### src/rtl/mem_access_pkg.sv
// Shared definitions for the memory-access stage: FSM states, funct3
// width codes, and byte/half lane helpers used by load extraction.
package mem_access_pkg;

    typedef enum logic [1:0] {
        ST_IDLE = 2'd0,
        ST_BUSY = 2'd1,
        ST_DONE = 2'd2
    } state_e;

    // Full funct3 codes (loads and stores share the low two bits)
    localparam logic [2:0] F3_B  = 3'b000;
    localparam logic [2:0] F3_H  = 3'b001;
    localparam logic [2:0] F3_W  = 3'b010;
    localparam logic [2:0] F3_BU = 3'b100;
    localparam logic [2:0] F3_HU = 3'b101;

    // Access size lives in funct3[1:0]; funct3[2] marks zero-extension
    localparam logic [1:0] SZ_B = 2'b00;
    localparam logic [1:0] SZ_H = 2'b01;
    localparam logic [1:0] SZ_W = 2'b10;

    localparam int NUM_LANES = 4;
    localparam int LANE_W    = 8;

    // Byte lane off of a 32-bit word
    function automatic logic [LANE_W-1:0] lane_byte(input logic [31:0] w,
                                                    input logic [1:0]  off);
        return w[{off, 3'b000} +: LANE_W];
    endfunction

    // Half-word lane hi of a 32-bit word
    function automatic logic [15:0] lane_half(input logic [31:0] w,
                                              input logic        hi);
        return hi ? w[31:16] : w[15:0];
    endfunction

    // Encodings that no load/store may use, plus read+write together
    function automatic logic is_illegal(input logic       rd,
                                        input logic       wr,
                                        input logic [2:0] f3);
        logic bad;
        bad = rd & wr;
        if (f3 == 3'b011 || f3 == 3'b110 || f3 == 3'b111) bad = 1'b1;
        if (wr && f3[2]) bad = 1'b1;   // no unsigned stores
        return bad;
    endfunction

    // Halves need even addresses, words need 4-byte alignment
    function automatic logic is_misaligned(input logic [2:0] f3,
                                           input logic [1:0] off);
        logic mis;
        mis = 1'b0;
        if (f3[1:0] == SZ_H && off[0])         mis = 1'b1;
        if (f3[1:0] == SZ_W && off != 2'b00)   mis = 1'b1;
        return mis;
    endfunction

endpackage

### src/rtl/mem_access_load_align.sv
// Combinational load extraction: picks the byte/half lane addressed by
// the low address bits and sign- or zero-extends it to 32 bits.
module mem_load_align
    import mem_access_pkg::*;
(
    input  logic [31:0] rdata,
    input  logic [1:0]  addr_lo,
    input  logic [2:0]  funct3,
    output logic [31:0] ext_data
);

    logic [LANE_W-1:0] sel_b;
    logic [15:0]       sel_h;
    logic              sgn;

    // Lane select then extend; funct3[2] set means unsigned
    always_comb begin
        sel_b    = lane_byte(rdata, addr_lo);
        sel_h    = lane_half(rdata, addr_lo[1]);
        sgn      = ~funct3[2];
        ext_data = rdata;
        case (funct3[1:0])
            SZ_B:    ext_data = {{24{sgn & sel_b[7]}}, sel_b};
            SZ_H:    ext_data = {{16{sgn & sel_h[15]}}, sel_h};
            default: ext_data = rdata;
        endcase
    end

endmodule

### src/rtl/mem_access.sv
// Memory-access pipeline stage: runs one req/ack transaction per load or
// store, stalls the front of the pipe meanwhile, and reports faults.
module mem_access
    import mem_access_pkg::*;
#(
    parameter int ACK_TIMEOUT = 255
) (
    input  logic        clk_cpu,
    input  logic        rst_cpu_n,
    input  logic        mem_valid,
    input  logic        mem_read,
    input  logic        mem_write,
    input  logic [2:0]  funct3_mem,
    input  logic [31:0] addr_mem,
    input  logic [31:0] rs2_data_mem,
    output logic        stall_mem,
    output logic [31:0] wd_data_mem,
    output logic        flag_mem,
    output logic        dram_req,
    output logic        dram_we,
    output logic [29:0] dram_addr,
    output logic [3:0]  dram_wstrb,
    output logic [31:0] dram_wdata,
    input  logic        dram_ack,
    input  logic [31:0] dram_rdata
);

    localparam int CNT_W = (ACK_TIMEOUT < 2) ? 1 : $clog2(ACK_TIMEOUT + 1);
    localparam logic [CNT_W-1:0] CNT_LAST = CNT_W'(ACK_TIMEOUT - 1);

    state_e            state;
    logic [CNT_W-1:0]  busy_cnt;
    logic [2:0]        f3_q;
    logic [1:0]        off_q;

    logic              start;
    logic              fault;
    logic [3:0]        st_wstrb;
    logic [31:0]       st_wdata;
    logic [31:0]       ld_data;

    assign start     = mem_valid & (mem_read | mem_write);
    assign fault     = is_illegal(mem_read, mem_write, funct3_mem) |
                       is_misaligned(funct3_mem, addr_mem[1:0]);
    assign stall_mem = ((state == ST_IDLE) & start) | (state == ST_BUSY);

    // Store lane formatting; loads drive no byte enables
    always_comb begin
        st_wstrb = 4'b0000;
        st_wdata = rs2_data_mem;
        if (mem_write) begin
            case (funct3_mem[1:0])
                SZ_B: begin
                    st_wstrb = 4'b0001 << addr_mem[1:0];
                    st_wdata = {NUM_LANES{rs2_data_mem[7:0]}};
                end
                SZ_H: begin
                    st_wstrb = addr_mem[1] ? 4'b1100 : 4'b0011;
                    st_wdata = {2{rs2_data_mem[15:0]}};
                end
                default: begin
                    st_wstrb = 4'b1111;
                    st_wdata = rs2_data_mem;
                end
            endcase
        end
    end

    // Extraction works on the latched width/offset so EX/MEM may change
    mem_load_align u_align (
        .rdata    (dram_rdata),
        .addr_lo  (off_q),
        .funct3   (f3_q),
        .ext_data (ld_data)
    );

    // Access FSM with registered request port, fault flag and load data
    always_ff @(posedge clk_cpu or negedge rst_cpu_n) begin
        if (!rst_cpu_n) begin
            state       <= ST_IDLE;
            busy_cnt    <= '0;
            f3_q        <= '0;
            off_q       <= '0;
            dram_req    <= 1'b0;
            dram_we     <= 1'b0;
            dram_addr   <= '0;
            dram_wstrb  <= '0;
            dram_wdata  <= '0;
            wd_data_mem <= '0;
            flag_mem    <= 1'b0;
        end else begin
            case (state)
                ST_IDLE: begin
                    if (start) begin
                        if (fault) begin
                            // Faulting access never reaches the RAM
                            flag_mem <= 1'b1;
                            state    <= ST_DONE;
                        end else begin
                            dram_req   <= 1'b1;
                            dram_we    <= mem_write;
                            dram_addr  <= addr_mem[31:2];
                            dram_wstrb <= st_wstrb;
                            dram_wdata <= st_wdata;
                            f3_q       <= funct3_mem;
                            off_q      <= addr_mem[1:0];
                            busy_cnt   <= '0;
                            state      <= ST_BUSY;
                        end
                    end
                end
                ST_BUSY: begin
                    if (dram_ack) begin
                        if (!dram_we) wd_data_mem <= ld_data;
                        dram_req <= 1'b0;
                        state    <= ST_DONE;
                    end else if (busy_cnt == CNT_LAST) begin
                        // No ack within budget: abort and poison the data
                        dram_req    <= 1'b0;
                        flag_mem    <= 1'b1;
                        wd_data_mem <= '0;
                        state       <= ST_DONE;
                    end else begin
                        busy_cnt <= busy_cnt + 1'b1;
                    end
                end
                ST_DONE: begin
                    flag_mem <= 1'b0;
                    state    <= ST_IDLE;
                end
                default: begin
                    dram_req <= 1'b0;
                    flag_mem <= 1'b0;
                    state    <= ST_IDLE;
                end
            endcase
        end
    end

endmodule

### config.mk
export PLATFORM = sky130hd
export DESIGN_NAME = mem_access
export DESIGN_NICKNAME = d
export VERILOG_FILES = /design/src/rtl/mem_access_pkg.sv /design/src/rtl/mem_access_load_align.sv /design/src/rtl/mem_access.sv
export SDC_FILE = /design/constraint.sdc
export NUM_CORES = 1
export LEC_CHECK = 0
export ABC_AREA = 0
export CAP_MARGIN = 20
export CORE_MARGIN = 2
export CORE_UTILIZATION = 30
export DETAILED_ROUTE_END_ITERATION = 7
export HOLD_SLACK_MARGIN = 0.06
export PLACE_DENSITY = 0.65
export SYNTH_ARGS = -nofsm -noshare
export SYNTH_HDL_FRONTEND = slang
export SYNTH_HIERARCHICAL = 1
export SYNTH_SLANG_ARGS = --single-unit
### constraint.sdc
create_clock -name clk_cpu -period 1.9 [get_ports clk_cpu]
set_clock_uncertainty 0.15 [all_clocks]
set_input_delay 0.285 -clock clk_cpu [delete_from_list [all_inputs] [get_ports clk_cpu]]
set_output_delay 0.285 -clock clk_cpu [all_outputs]
set_load 0.03 [all_outputs]
# Word-level counts from Yosys, hierarchy flattened
# Cells that the tools add are included.
# classes
addsub	1
eq_ne	17
shifts	2
muxes	34
n_bitwise	11
n_reduce_logical	17
# op_table
op	n
$mux W32	4
$pmux W32 S2	2
$mux W8	4
$shiftx A32 B6 Y8	1
$mux W16	1
$pmux W8 S2	1
$mux W1	12
$ne A2 B2 Y1 const B	6
$add A8 B1 Y8 const B	1
$eq A8 B8 Y1 const B	1
$mux W2	4
$mux W4	2
$pmux W4 S2	1
$reduce_and A4 Y1	2
$eq A2 B1 Y1 const B	3
$eq A3 B3 Y1 const B	2
$logic_not A2 Y1	3
$reduce_and A3 Y1	2
$reduce_bool A2 Y1	3
$and A1 B1 Y1	5
$reduce_and A5 Y1	1
$eq A2 B2 Y1 const B	2
$pmux W2 S2	1
$shl A1 B2 Y4 const A	1
other kinds (10)	17
# totals
reg_bits	116
inputBits	105
out_inout_bits	102
wordCells	93

# Logic depth before layout (Yosys ltp)
# depth
ltp_word	9
ltp_mapped	7
ltp_nobuf	6

# Hierarchy
# The synthesis kept the hierarchy.
# by_module_without_submodules
mod	n_inst	cells_per_inst	area_each_um2	seq_area_each_um2
mem_access	1	390	4819.6	2902.8
mem_load_align	1	132	698.2	0.0

# Worst setup path before layout
# Ideal clock, no wire load.
# synth_path
path_kind	input port to flip-flop
from	input mem_write
to	register dram_req
setup_ps	120
arrival_ps	1758
required_time_ps	1630
setup_slack_ps	-128
path_stages	5
path_buffers	1
cell_sequence	clkbuf_1 > o21ai_0 > a21oi_1 > o2111ai_1 > a31o_2
# synth_between
elab_chain_cells	6
word_cells_on_any_way	10
classes_between	eq/ne: 2; mux: 2; bitwise: 4; reduce/logical: 2
# synth_lines
element	line_no	text
start: declaration	mem_access.sv:12	input logic mem_write,
$and A1 B1 Y1	mem_access_pkg.sv:43	bad = rd & wr;
$mux W1	mem_access_pkg.sv:44	if (f3 == 3'b011 || f3 == 3'b110 || f3 == 3'b111) bad = 1'b1;
$mux W1	mem_access_pkg.sv:45	if (wr && f3[2]) bad = 1'b1;
$or A1 B1 Y1	mem_access.sv:43	assign fault = is_illegal(mem_read, mem_write, funct3_mem) |
$ne A2 B2 Y1 (no line)	n/a	
$reduce_and A4 Y1 (no line) (*)	n/a	
end signal: assignment	mem_access.sv:84	dram_req <= 1'b0;
end signal: assignment	mem_access.sv:100	dram_req <= 1'b1;
end signal: assignment	mem_access.sv:115	dram_req <= 1'b0;
end: declaration	mem_access.sv:19	output logic dram_req,
# Mark *: on every way between the ends. The rest lies on a longest branch, timed or not.
# A chain may end at the register's enable or synchronous reset.

# Worst setup path in the final report
# layout_path
from	input addr_mem[1]
to	register dram_addr[1]
# layout_between
elab_chain_cells	6
# layout_lines
element	line_no	text
start: declaration	mem_access.sv:14	input logic [31:0] addr_mem,
$reduce_bool A2 Y1	mem_access_pkg.sv:55	if (f3[1:0] == SZ_W && off != 2'b00) mis = 1'b1;
$logic_and A1 B1 Y1	mem_access_pkg.sv:55	
$mux W1	mem_access_pkg.sv:55	
$or A1 B1 Y1	mem_access.sv:43	
$not A1 Y1 (no line)	n/a	
$reduce_and A3 Y1 (no line)	n/a	
end signal: assignment	mem_access.sv:102	dram_addr <= addr_mem[31:2];
end: declaration	mem_access.sv:21	output logic [29:0] dram_addr,
# Every way passes these cells.

==> impl_metrics.csv <==
group,metric,value,unit
worst_setup_path,reg2reg_depth,4,
timing,fmaxAchievable,0.534,GHz
global_routing,grt_max_degree,56,
logic_synthesis,synthArstFlopShare,1.00,
worst_setup_path,reg2reg_setup_slack,50,ps
place,portBuffers,206,
timing,tightest_slew,529,ps
detailed_routing,routed_wl,17200,µm
timing,period_needed,1870,ps
clocking,cts_sinks,116,
logic_synthesis,yosysWarnings,6,
cells_and_area,multiInputGateArea,2470,µm²
worst_setup_path,cp-end-kind,"flop",
logic_synthesis,ys_ff_latch,116,
cells_and_area,nets,869,
detailed_routing,antenna_left,0,
global_routing,gr-total-overflow,0,
logic_synthesis,syn_area,5520,µm²
timing,hold_viol,0,
floorplan,die_area,19500,µm²
detailed_routing,drcViolationCount,0,
clocking,cts_htree_levels,4,
worst_setup_path,slowest_stage,"clkdlybuf4s50_1",
place,routabilityCongestion,0.829,
power,powerDensity,1450,nW/µm²
clocking,clkTransAtPathRegs,60,ps
job,cap_violations,0,
logic_synthesis,synth-edff-count,0,
detailed_routing,first_pass_iters,5,
global_routing,grt_first_pass_wirelength,27400,µm
timing,relSlewSlack,0.646,
clocking,clkLatencyLatePin,410,ps
power,ir_worst_vdd,0.734,mV
min_path,hold_path.class,"input pin to async pin",
detailed_routing,vias_per_cell,4.92,
timing,finalSetupViolations,0,
logic_synthesis,syn_inst,522,
logic_synthesis,syn_avg_cell_area,10.6,µm²
worst_setup_path,rr_endpoint,"wd_data_mem[8]",
cells_and_area,syn2layout_area_growth,61.8,%
logic_synthesis,synth.distinct_cells,46,
worst_setup_path,r2r_start,"off_q[1]",
floorplan,io_pins,207,
floorplan,fp.dieH,140,µm
power,power_leakage,0.00462,µW
worst_setup_path,path_max_fanout,24,
global_routing,antenna_found_initial,1,
logic_synthesis,syn-num-nets,629,
place,placed_area,8130,µm²
global_routing,globalRouteTotalUtil,0.176,
timing,timing.final.crit_share,0.985,
worst_setup_path,slowest_delay,580,ps
clocking,clockBufferDepth,2,
logic_synthesis,synthFlopType,"dfrtp_1",
cells_and_area,register_area,2900,µm²
worst_setup_path,startpoint_type,"input pin",
clocking,cts_made_buffers,17,
outcome,status,"finished, final reports clean",
cells_and_area,layout-drive-gt1-share,0.186,
timing,finalMaxSlewViolations,0,
floorplan,die_width,140,µm
worst_setup_path,critical_path_class,"input pin to flop",
floorplan,core,18000,µm²
worst_setup_path,crit_chain,"clkdlybuf4s50_1 -> nor4_4 -> o2111ai_4 -> buf_4 -> mux2_2",
detailed_routing,drt_iter0_drc,232,
floorplan,rows,49,
detailed_routing,wire_per_inst,17.1,µm
global_routing,grt_pass1_vias,5221,
cells_and_area,final_cell_area,8930,µm²
floorplan,initial_utilization,0.306,
logic_synthesis,ys_seq_area_frac,0.526,
detailed_routing,vias,4944,
worst_setup_path,required,2040,ps
clocking,root_buffer,"clkbuf_16",
power,p_total,13000,µW
worst_setup_path,arrival,2020,ps
place,place_hpwl,12400,µm
clocking,tritoncts,"yes",
cells_and_area,num-fill-cells,1600,
==> report_power, final <==
part           switching (µW)  internal [µW]  total [µW]
Combinational            3270           2420        5700
Clock                    1250           2100        3340
Sequential                558           3370        3930
Total                    5070           7890       13000
==> sequential cells by signal, summed over array words and instances, names as in the netlist <==
name	count
busy_cnt	8
dram_addr	30
dram_req	1
dram_wdata	32
dram_we	1
dram_wstrb	4
f3_q	3
flag_mem	1
off_q	2
state	2
wd_data_mem	32
==> area by class of cell <==
class | instances | area share
Inverter | 4 | 0.00168
Tap cell | 229 | 0.0321
Clock inverter | 15 | 0.0217
Clock buffer | 17 | 0.0477
Sequential cell | 116 | 0.325
Multi-Input combinational cell | 366 | 0.277
Antenna cell | 1 | 0.000280
Timing Repair Buffer | 257 | 0.295
==> cells in the final DEF (no fill, tap or decap), types with 2 or more instances in the layout <==
master	Yosys	final
dlymetal6s2s_1	0	47
mux2i_1	16	16
nand2_1	101	101
o21ai_0	32	31
nor3_1	8	7
a22o_1	32	32
a21oi_2	0	2
dlygate4sd2_1	0	42
clkbuf_16	0	19
mux2_2	43	43
o21ai_1	8	7
nand4_1	6	6
dfrtp_1	116	116
xor2_1	5	5
nor2_1	27	27
bufinv_16	0	3
nand3_1	4	4
inv_1	4	4
and2_1	6	6
o2111ai_1	2	2
a211oi_1	4	4
ha_1	2	2
nor2b_1	8	6
inv_6	0	6
clkdlybuf4s50_1	0	115
buf_4	1	43
o31ai_1	10	10
clkinv_4	0	5
nand2b_1	10	10
a221o_1	8	8
nor2b_2	0	2
a22oi_1	7	7
a21oi_1	9	7
buf_12	0	7
o21ai_2	1	3
==> per-layer routing <==
layer  global-route usage  share of wire
met5                    0              0
met3               0.0568          0.073
met1                0.221           0.43
met2                0.287           0.49
met4               0.0579         0.0078
==> critical path: cells and delay by family <==
family | cells | cell delay [ps]
buffers and inverters | 2 | 920
AND/OR/NAND/NOR | 1 | 80
AO/OA/AOI/OAI | 1 | 340
multiplexers | 1 | 370
==> cells in the mapped netlist (9+ instances only) <==
| cell type | n | share of area |
|---|---|---|
| a21oi_1 | 9 | 0.0082 |
| a22o_1 | 32 | 0.051 |
| buf_2 | 16 | 0.015 |
| clkbuf_1 | 16 | 0.011 |
| dfrtp_1 | 116 | 0.53 |
| mux2_2 | 43 | 0.088 |
| mux2i_1 | 16 | 0.029 |
| nand2_1 | 101 | 0.069 |
| nand2b_1 | 10 | 0.011 |
| nor2_1 | 27 | 0.018 |
| o21ai_0 | 32 | 0.029 |
| o31ai_1 | 10 | 0.014 |
==> worst max path at each step <==
| stage | from | endpoint | slack (ps) | cells past startpoint |
|---|---|---|---|---|
| after global routing | addr_mem[1] | dram_addr[0] | -4 | 5 |
| after CTS | dram_wdata[21] | dram_wdata[21] | 0.1 | 1 |
| final | addr_mem[1] | dram_addr[1] | 30 | 5 |
| after floorplan | mem_write | dram_req | 100 | 5 |
| after detailed placement | addr_mem[1] | dram_wdata[24] | -400 | 6 |
| after global placement | addr_mem[0] | dram_addr[28] | -300 | 5 |
==> logic make-up after synthesis <==
kind of cell	after synthesis	share of synthesized area
fa+ha+maj	2	0.00453
buf+inv	40	0.0342
simple gates	178	0.149
compound gates	121	0.157
xor+xnor	5	0.00794
flops	116	0.526
mux	60	0.121
==> metrics by stage <==
| step | worst slack (ps) | hold WS [ps] | TNS (ps) | util | std cells |
|---|---|---|---|---|---|
| after detailed placement | -397 | 50.0 | -31970 | 0.451 | 967 |
| after global routing | -3.80 | 186 | -10.3 | 0.495 | 1005 |
| after floorplan | 99.4 | -161 | 0 | - | 522 |
| after CTS | 0.128 | 165 | 0 | 0.483 | 1000 |
| after global placement | -301 | 44.0 | -22780 | 0.451 | 967 |
| final | 28.5 | 176 | 0 | 0.495 | 1005 |
==> repair_timing <==
item,CTS,global route
pin swaps,0,7
endpoints found under the hold margin,116,0
buffers inserted,0,2
setup endpoints to repair,43,82
gates cloned,0,2
hold buffers,1,0
resized for setup,44,53
Note: power is estimated with default switching activity, not from simulation.
